File: src/rtl/eaglesong_pkg.sv
// Shared definitions for the Eaglesong sponge controller.
// Holds the algorithm constants, the word/state types, the controller FSM
// encoding and a helper that packs the rate part of the state into a digest.
package eaglesong_pkg;

    localparam int          STATE_WORDS = 16;
    localparam int          RATE_WORDS  = 8;
    localparam logic [7:0]  DELIMITER   = 8'h06;
    localparam int          DIGEST_BITS = RATE_WORDS * 32;
    localparam logic [2:0]  LAST_IDX    = 3'(RATE_WORDS - 1);

    typedef logic [31:0] word_t;
    typedef word_t [STATE_WORDS-1:0] state_t;

    typedef enum logic [2:0] {
        ABSORB    = 3'd0,
        PAD       = 3'd1,
        PERM_REQ  = 3'd2,
        PERM_WAIT = 3'd3,
        DONE      = 3'd4
    } fsm_t;

    // Word 0 of the state lands in the most significant 32 bits.
    function automatic logic [DIGEST_BITS-1:0] rate_to_digest(input state_t s);
        logic [DIGEST_BITS-1:0] d;
        d = {DIGEST_BITS{1'b0}};
        for (int i = 0; i < RATE_WORDS; i++) begin
            d[DIGEST_BITS-1-32*i -: 32] = s[i];
        end
        return d;
    endfunction

endpackage

File: src/rtl/eaglesong_pad_word.sv
// Masks the trailing bytes of a message word and inserts the padding
// delimiter right after the last valid byte.
// Ports:
//   data     - message word, first byte in [31:24]
//   bytes    - valid bytes in a last word (values above 4 behave as 4)
//   last     - word is the final word of the message
//   word     - word to XOR into the state
//   pad_done - delimiter was inserted into this word
module eaglesong_pad_word
    import eaglesong_pkg::*;
(
    input  logic [31:0] data,
    input  logic [2:0]  bytes,
    input  logic        last,
    output logic [31:0] word,
    output logic        pad_done
);

    logic [2:0] n_s;

    // Byte-wise keep / delimiter / zero selection for a partial last word.
    always_comb begin
        n_s      = (bytes > 3'd4) ? 3'd4 : bytes;
        word     = 32'd0;
        pad_done = 1'b0;
        if (last && (n_s != 3'd4)) begin
            pad_done = 1'b1;
            for (int i = 0; i < 4; i++) begin
                if (3'(i) < n_s) begin
                    word[31-8*i -: 8] = data[31-8*i -: 8];
                end else if (3'(i) == n_s) begin
                    word[31-8*i -: 8] = DELIMITER;
                end else begin
                    word[31-8*i -: 8] = 8'd0;
                end
            end
        end else begin
            // Full word: the delimiter goes into a later word.
            word = data;
        end
    end

endmodule

File: src/rtl/eaglesong_sponge_ctrl.sv
// Initiator-side sponge controller for the Eaglesong permutation.
// Absorbs a byte-granular message (32-bit words) into the rate part of a
// 16x32-bit state, pads it, runs one permutation per 256-bit block through
// a start/done handshake and presents the 256-bit digest.
// Ports:
//   clk, rst_n                   - clock, asynchronous active-low reset
//   msg_valid/ready/data/last/bytes - message word stream
//   perm_start, perm_state_out   - permutation request and input state
//   perm_done, perm_state_in     - permutation completion and result
//   digest_valid/ready, digest   - digest output handshake
module eaglesong_sponge_ctrl
    import eaglesong_pkg::*;
(
    input  logic                   clk,
    input  logic                   rst_n,
    input  logic                   msg_valid,
    output logic                   msg_ready,
    input  logic [31:0]            msg_data,
    input  logic                   msg_last,
    input  logic [2:0]             msg_bytes,
    output logic                   perm_start,
    output state_t                 perm_state_out,
    input  logic                   perm_done,
    input  state_t                 perm_state_in,
    output logic                   digest_valid,
    input  logic                   digest_ready,
    output logic [DIGEST_BITS-1:0] digest
);

    fsm_t                   fsm_r;
    state_t                 state_r;
    logic [2:0]             word_idx_r;
    logic                   pad_done_r;
    logic                   final_r;
    logic                   msg_ready_r;
    logic                   perm_start_r;
    logic                   digest_valid_r;
    logic [DIGEST_BITS-1:0] digest_r;

    logic [31:0]            pad_word_s;
    logic                   pad_flag_s;

    eaglesong_pad_word u_pad_word (
        .data     (msg_data),
        .bytes    (msg_bytes),
        .last     (msg_last),
        .word     (pad_word_s),
        .pad_done (pad_flag_s)
    );

    // Controller FSM: absorb, pad, permutation handshake and digest hand-off.
    always_ff @(posedge clk or negedge rst_n) begin
        if (!rst_n) begin
            fsm_r          <= ABSORB;
            state_r        <= {(STATE_WORDS*32){1'b0}};
            word_idx_r     <= 3'd0;
            pad_done_r     <= 1'b0;
            final_r        <= 1'b0;
            msg_ready_r    <= 1'b0;
            perm_start_r   <= 1'b0;
            digest_valid_r <= 1'b0;
            digest_r       <= {DIGEST_BITS{1'b0}};
        end else begin
            case (fsm_r)
                ABSORB: begin
                    msg_ready_r <= 1'b1;
                    if (msg_valid && msg_ready_r) begin
                        state_r[word_idx_r] <= state_r[word_idx_r] ^ pad_word_s;
                        word_idx_r          <= word_idx_r + 3'd1;
                        if (msg_last) begin
                            final_r    <= 1'b1;
                            pad_done_r <= pad_flag_s;
                        end else begin
                            final_r    <= final_r;
                        end
                        if (word_idx_r == LAST_IDX) begin
                            // Block full: permute now; a pending delimiter
                            // then goes into word 0 of a fresh block.
                            fsm_r        <= PERM_REQ;
                            msg_ready_r  <= 1'b0;
                            perm_start_r <= 1'b1;
                        end else if (msg_last) begin
                            fsm_r       <= PAD;
                            msg_ready_r <= 1'b0;
                        end else begin
                            fsm_r <= ABSORB;
                        end
                    end else begin
                        fsm_r <= ABSORB;
                    end
                end
                PAD: begin
                    if (!pad_done_r) begin
                        state_r[word_idx_r] <= state_r[word_idx_r] ^ {DELIMITER, 24'h000000};
                        pad_done_r          <= 1'b1;
                    end else begin
                        pad_done_r <= pad_done_r;
                    end
                    fsm_r        <= PERM_REQ;
                    perm_start_r <= 1'b1;
                end
                PERM_REQ: begin
                    perm_start_r <= 1'b0;
                    fsm_r        <= PERM_WAIT;
                end
                PERM_WAIT: begin
                    if (perm_done) begin
                        state_r    <= perm_state_in;
                        word_idx_r <= 3'd0;
                        if (final_r && pad_done_r) begin
                            fsm_r          <= DONE;
                            digest_valid_r <= 1'b1;
                            digest_r       <= rate_to_digest(perm_state_in);
                        end else if (final_r) begin
                            fsm_r <= PAD;
                        end else begin
                            fsm_r       <= ABSORB;
                            msg_ready_r <= 1'b1;
                        end
                    end else begin
                        fsm_r <= PERM_WAIT;
                    end
                end
                DONE: begin
                    if (digest_ready) begin
                        state_r        <= {(STATE_WORDS*32){1'b0}};
                        pad_done_r     <= 1'b0;
                        final_r        <= 1'b0;
                        digest_valid_r <= 1'b0;
                        msg_ready_r    <= 1'b1;
                        fsm_r          <= ABSORB;
                    end else begin
                        fsm_r <= DONE;
                    end
                end
                default: begin
                    fsm_r          <= ABSORB;
                    msg_ready_r    <= 1'b0;
                    perm_start_r   <= 1'b0;
                    digest_valid_r <= 1'b0;
                end
            endcase
        end
    end

    assign msg_ready      = msg_ready_r;
    assign perm_start     = perm_start_r;
    assign perm_state_out = state_r;
    assign digest_valid   = digest_valid_r;
    assign digest         = digest_r;

endmodule

File: config.mk
export PLATFORM = sky130hd
export DESIGN_NAME = eaglesong_sponge_ctrl
export DESIGN_NICKNAME = d
export VERILOG_FILES = /design/src/rtl/eaglesong_pkg.sv /design/src/rtl/eaglesong_pad_word.sv /design/src/rtl/eaglesong_sponge_ctrl.sv
export SDC_FILE = /design/constraint.sdc
export NUM_CORES = 1
export LEC_CHECK = 0
export ABC_CLOCK_PERIOD_IN_PS = 2500
export CORE_AREA = 2 2 521 523
export DETAILED_ROUTE_END_ITERATION = 8
export DIE_AREA = 0 0 523 525
export PLACE_DENSITY = 0.35
export SYNTH_ARGS = -nofsm -noshare
export SYNTH_HDL_FRONTEND = slang
export SYNTH_SLANG_ARGS = --single-unit
File: constraint.sdc
create_clock -name clk -period 2.5 [get_ports clk]
set_input_delay 0.5 -clock clk [delete_from_list [all_inputs] [get_ports clk]]
set_output_delay 0.5 -clock clk [all_outputs]
set_load 0.005 [all_outputs]
Word-level counts from Yosys, hierarchy flattened

Cells that the tools add are included.

Add/subtract/negate cells: 1
Order comparisons: 7
Eq/ne operators: 18
Muxes and demuxes: 54
Bitwise logic cells: 5
Reductions and logical operators: 21

Operator list:

| cell                                                                          | number |
|---|---|
| 512-bit 2-to-1 mux                                                            | 4 |
| 512-bit one-hot mux with 4 select lines                                       | 1 |
| 512-bit bitwise mux                                                           | 2 |
| 32-bit binary-select mux with 3-bit select                                    | 1 |
| 32-bit demux with 3-bit select                                                | 1 |
| 32-bit 2-to-1 mux                                                             | 3 |
| 3-bit 2-to-1 mux                                                              | 11 |
| 8-bit 2-to-1 mux                                                              | 4 |
| 32-bit bitwise XOR                                                            | 1 |
| 1-bit 2-to-1 mux                                                              | 19 |
| 2-bit inequality test (second input constant)                                 | 9 |
| 3-bit one-hot mux with 5 select lines                                         | 1 |
| 4-bit AND reduction                                                           | 3 |
| 5-bit AND reduction                                                           | 2 |
| 1-bit one-hot mux with 3 select lines                                         | 3 |
| 3-bit AND reduction                                                           | 3 |
| 2-bit by 3-bit equality test with 1-bit output (first input constant)         | 2 |
| 3-bit by 2-bit equality test with 1-bit output (second input constant)        | 2 |
| 3-bit equality test (second input constant)                                   | 2 |
| 3-bit zero test                                                               | 2 |
| 1-bit by 3-bit less-than comparator with 1-bit output (first input constant)  | 2 |
| 2-bit by 3-bit less-than comparator with 1-bit output (first input constant)  | 2 |
| 3-bit one-hot mux with 2 select lines                                         | 1 |
| 3-bit by 5-bit less-than comparator with 1-bit output (second input constant) | 1 |
| 17 further kinds                                                              | 24 |

Logic and storage cells: 130
Bits of input ports: 553
Register bits after elaboration: 779
Output and inout bits: 771

Longest topological paths before layout

Depth in word-level cells: 10
Mapped depth: 9
Mapped depth without buffers: 6

Cells and area by module

Synthesis repeated with hierarchy kept, for this count alone.

Cell total of the unflattened synthesis: 2671
Area total of the unflattened synthesis: 33731.1 um^2

Modules (own cells, without submodules):

| module                | seq. area each (um^2) | area each (um^2) | times used | cells each |
|---|---|---|---|---|
| eaglesong_sponge_ctrl | 19493.7               | 33412.0          | 1          | 2629 |
| eaglesong_pad_word    | 0.0                   | 319.1            | 1          | 42 |

Least setup slack after synthesis

No wires, ideal clock.

Path kind: in2reg
From: in msg_bytes[2]
To: reg (tool-made name)
Stages on the path: 6
Library setup time: 0.137 ns
Data arrival time: 1.880 ns
Path buffers: 1
Slack: 0.483 ns
Required time: 2.363 ns
Path through: or3b_1 > buf_2 > o21ai_0 > or3b_2 > a31oi_1 > a21oi_1

RTL lines:

| item               | RTL line                    | text |
|---|---|---|
| start: declaration | eaglesong_sponge_ctrl.sv:20 | `input logic [2:0] msg_bytes,` |

==> flow_summary.ini <==
[die]
io_pins = 1324
die_w_um = 523
die_h_um = 525
core_um2 = 269000
die_area_um2 = 275000
initial_core_util_pct = 12.9
rows = 191

[sta]
drv_slew = 0
setup_viol = 7
layout_min_cycle_time_ns = 2.55
worst_slack_ns = -0.0512
min_period_over_period_pct = 102
fmax_mhz = 392
hold_violations = 0
rsz0062_at_grt = true
slew_headroom_pct = 52.3
fin_skew_ns = 0.0679
worst_pin_slew_ns = 0.713

[drt]
vias_per_cell = 4.01
firstDrtPassIters = 5
wl_mm = 278
routedWlPerCell_um = 31.9
drc = 0
vias = 34950
detail-route-antenna-nets = 0
drt_iter0_markers = 2462

[synthesis]
synth_top_area_share_pct = 55.9
synth-async-reset-ratio_pct = 100
syn_area_per_cell_um2 = 10.1
ys_seq_elements = 779
syn_nets = 4007
ys_warn_count = 0
synth-edff-count = 0
synthCells = 3452
synth_cell_types = 67
dominantRegCellSynth = dfrtp_1
synth_area_leader_cell = dfrtp_1
synth_area_leaders = dfrtp_1, nand2_1, a22o_1
ys_seq_area_share_pct = 55.9
synth.cell_area_um2 = 34800

[cts]
cts.sinks = 779
htreeDepth = 3
numCtsBuffers = 109
clk_latency_ns = 0.79
tritoncts = built
cts_buffer_depth = 3
clk_pin_slew_worst_paths_ns = 0.06
cts_root_buffer = clkbuf_16

[placement]
globalplace.congestion = 0.864
dpl-instance-area_um2 = 55700
io_buffers = 1323
dp_slack_ns = -0.830
dp_hpwl_mm = 230

[power_and_ir_drop]
leakage_uw = 0.0257
power-per-cell-area_nw_per_um2 = 1500
ir_drop_uv = 685
total_power_uw = 89700

[outcome]
outcome = finished with violations
violations = setup timing

[job]
drv_cap = 0

[worst_setup_path]
crit_required_ns = 3.14
cp_data_arrival_time_ns = 3.20
path_class = reg2reg
r2r_cells = 7
cp-start-kind = flop
crit_fanout = 8
cp-end-kind = flop

[grt]
grt_max_degree = 99
overflow = 0
grt_pass1_vias = 35654
grt_usage_pct = 19.5
grt_antenna_before_repair = 74
grt_first_pass_wirelength_mm = 359

[final_layout]
drive_gt1_share_pct = 15.7
fill_cells = 29221
stdcell_area_um2 = 60000
nNetsFinal = 5577
areaGrowthSynthToFinish_pct = 72.1

[worst_hold_path]
hold_path_class = in2async
[metal layers]
metal | up-vias | share of wire (%) | global-route usage, %
met5 | - | 0.089 | 0
met4 | 38 | 1.9 | 3.87
met3 | 267 | 10 | 7.94
met2 | 1401 | 47 | 32.3
met1 | 17818 | 40 | 23.6
li1 | 15426 | - | -
[power breakdown]
group	switching, uW	internal (uW)	leakage, uW
Clock	7000	9690	0.00181
Combinational	26300	22500	0.0143
Sequential	5510	18700	0.00962
Total	38800	50900	0.0257
[cells by family (layout without fill, tap and decap cells)]
group | count (synthesis) | count (layout) | synth area share [%]
buf+inv | 268 | 1928 | 3.49
simple gates | 1177 | 1177 | 13.5
other cells | 0 | 26 | 0
xor+xnor | 24 | 24 | 0.668
flops | 779 | 779 | 55.9
fa+ha+maj | 2 | 2 | 0.0718
mux | 245 | 245 | 7.65
compound gates | 957 | 957 | 18.6
[path summary, 6_finish.rpt]
| kind | slack, ns | end | startpoint |
|---|---|---|---|
| max in group asynchronous | 1.22 | async pin | rst_n |
| worst max-delay path | -0.05 | flop | word_idx_r[0] |
| worst min register to register | 0.47 | digest[131] | digest[131] |
| min in group clk | 0.29 | digest[89] | perm_state_in[185] |
| worst max register to register | -0.05 | flop | word_idx_r[0] |
| worst min-delay path | 0.25 | digest[203] | rst_n |
[worst max-delay path, stage by stage, from the launching register on]
cell	delay [ns]
dfrtp_4	0.56
buf_8	0.22
mux2i_4	0.30
buf_4	0.15
nor2_1	0.04
or4_4	0.58
or3_1	0.39
a21oi_1	0.16
[cell usage after synthesis, types with 23 or more instances]
library cell  count
nor2_1          188
nand3_1          29
buf_2            71
buf_1            23
mux2_2          102
o21a_1           23
mux2i_1         137
clkbuf_1        152
nand2_1         881
o21ai_0         229
dfrtp_1         779
a31oi_1          55
o22ai_1          52
a22o_1          256
a21oi_1         143
a22oi_1         140
[per-stage QoR]
stage          instances  hold slack [ns]  util, %  setup TNS (ns)
2_1_floorplan       3452            0.204        -               0
3_3_place_gp        8471            0.458     20.7          -82.94
3_5_place_dp        8471            0.462     20.7          -83.05
4_1_cts             8680            0.191     22.1          -0.197
5_1_grt             8691            0.213     22.3          -0.301
6_report            8708            0.247     22.3          -0.254
[cells in the final DEF (no fill, tap or decap), types with 8 or more instances in the layout]
master / instances
clkinv_2: 15
nor3_4: 8
diode_2: 26
clkbuf_1: 26
nor2_2: 14
clkdlybuf4s50_1: 1201
buf_12: 98
a21oi_1: 141
a31oi_1: 54
nand2_2: 8
nand3_1: 26
bufinv_16: 10
o22ai_1: 43
dlymetal6s2s_1: 20
clkbuf_16: 109
o21ai_1: 23
mux2i_2: 9
clkbuf_8: 19
o311a_1: 16
nand2_1: 873
mux2i_4: 11
o21ai_0: 217
mux2i_1: 119
a311oi_1: 10
a22oi_1: 135
clkinvlp_4: 10
nor3_2: 8
o21a_1: 20
nor2_1: 177
dlygate4sd2_1: 97
xor2_1: 16
mux2_2: 102
buf_4: 298
dfrtp_1: 773
a22o_1: 256
[timing repair]
item | 4_1_cts | 5_1_grt
buffers inserted | 7 | 2
hold buffers | 1 | 0
gates resized for setup | 164 | 74
pin swaps | 5 | 6
endpoints found under the setup margin | 244 | 120
endpoints found under the hold margin | 17 | 0
[cell type report]
class | count | area, um^2 | share of cell area (%)
sequential | 779 | 19500 | 32.5
timing repair buffer | 1724 | 17400 | 29.1
multi-input combinational | 2405 | 14700 | 24.6
tap | 3570 | 4470 | 7.45
clock buffer | 154 | 3090 | 5.15
clock inverter | 47 | 671 | 1.12
antenna | 26 | 65.1 | 0.108
inverter | 3 | 11.3 | 0.0188
No activity file was read; power rests on OpenSTA's default activity.
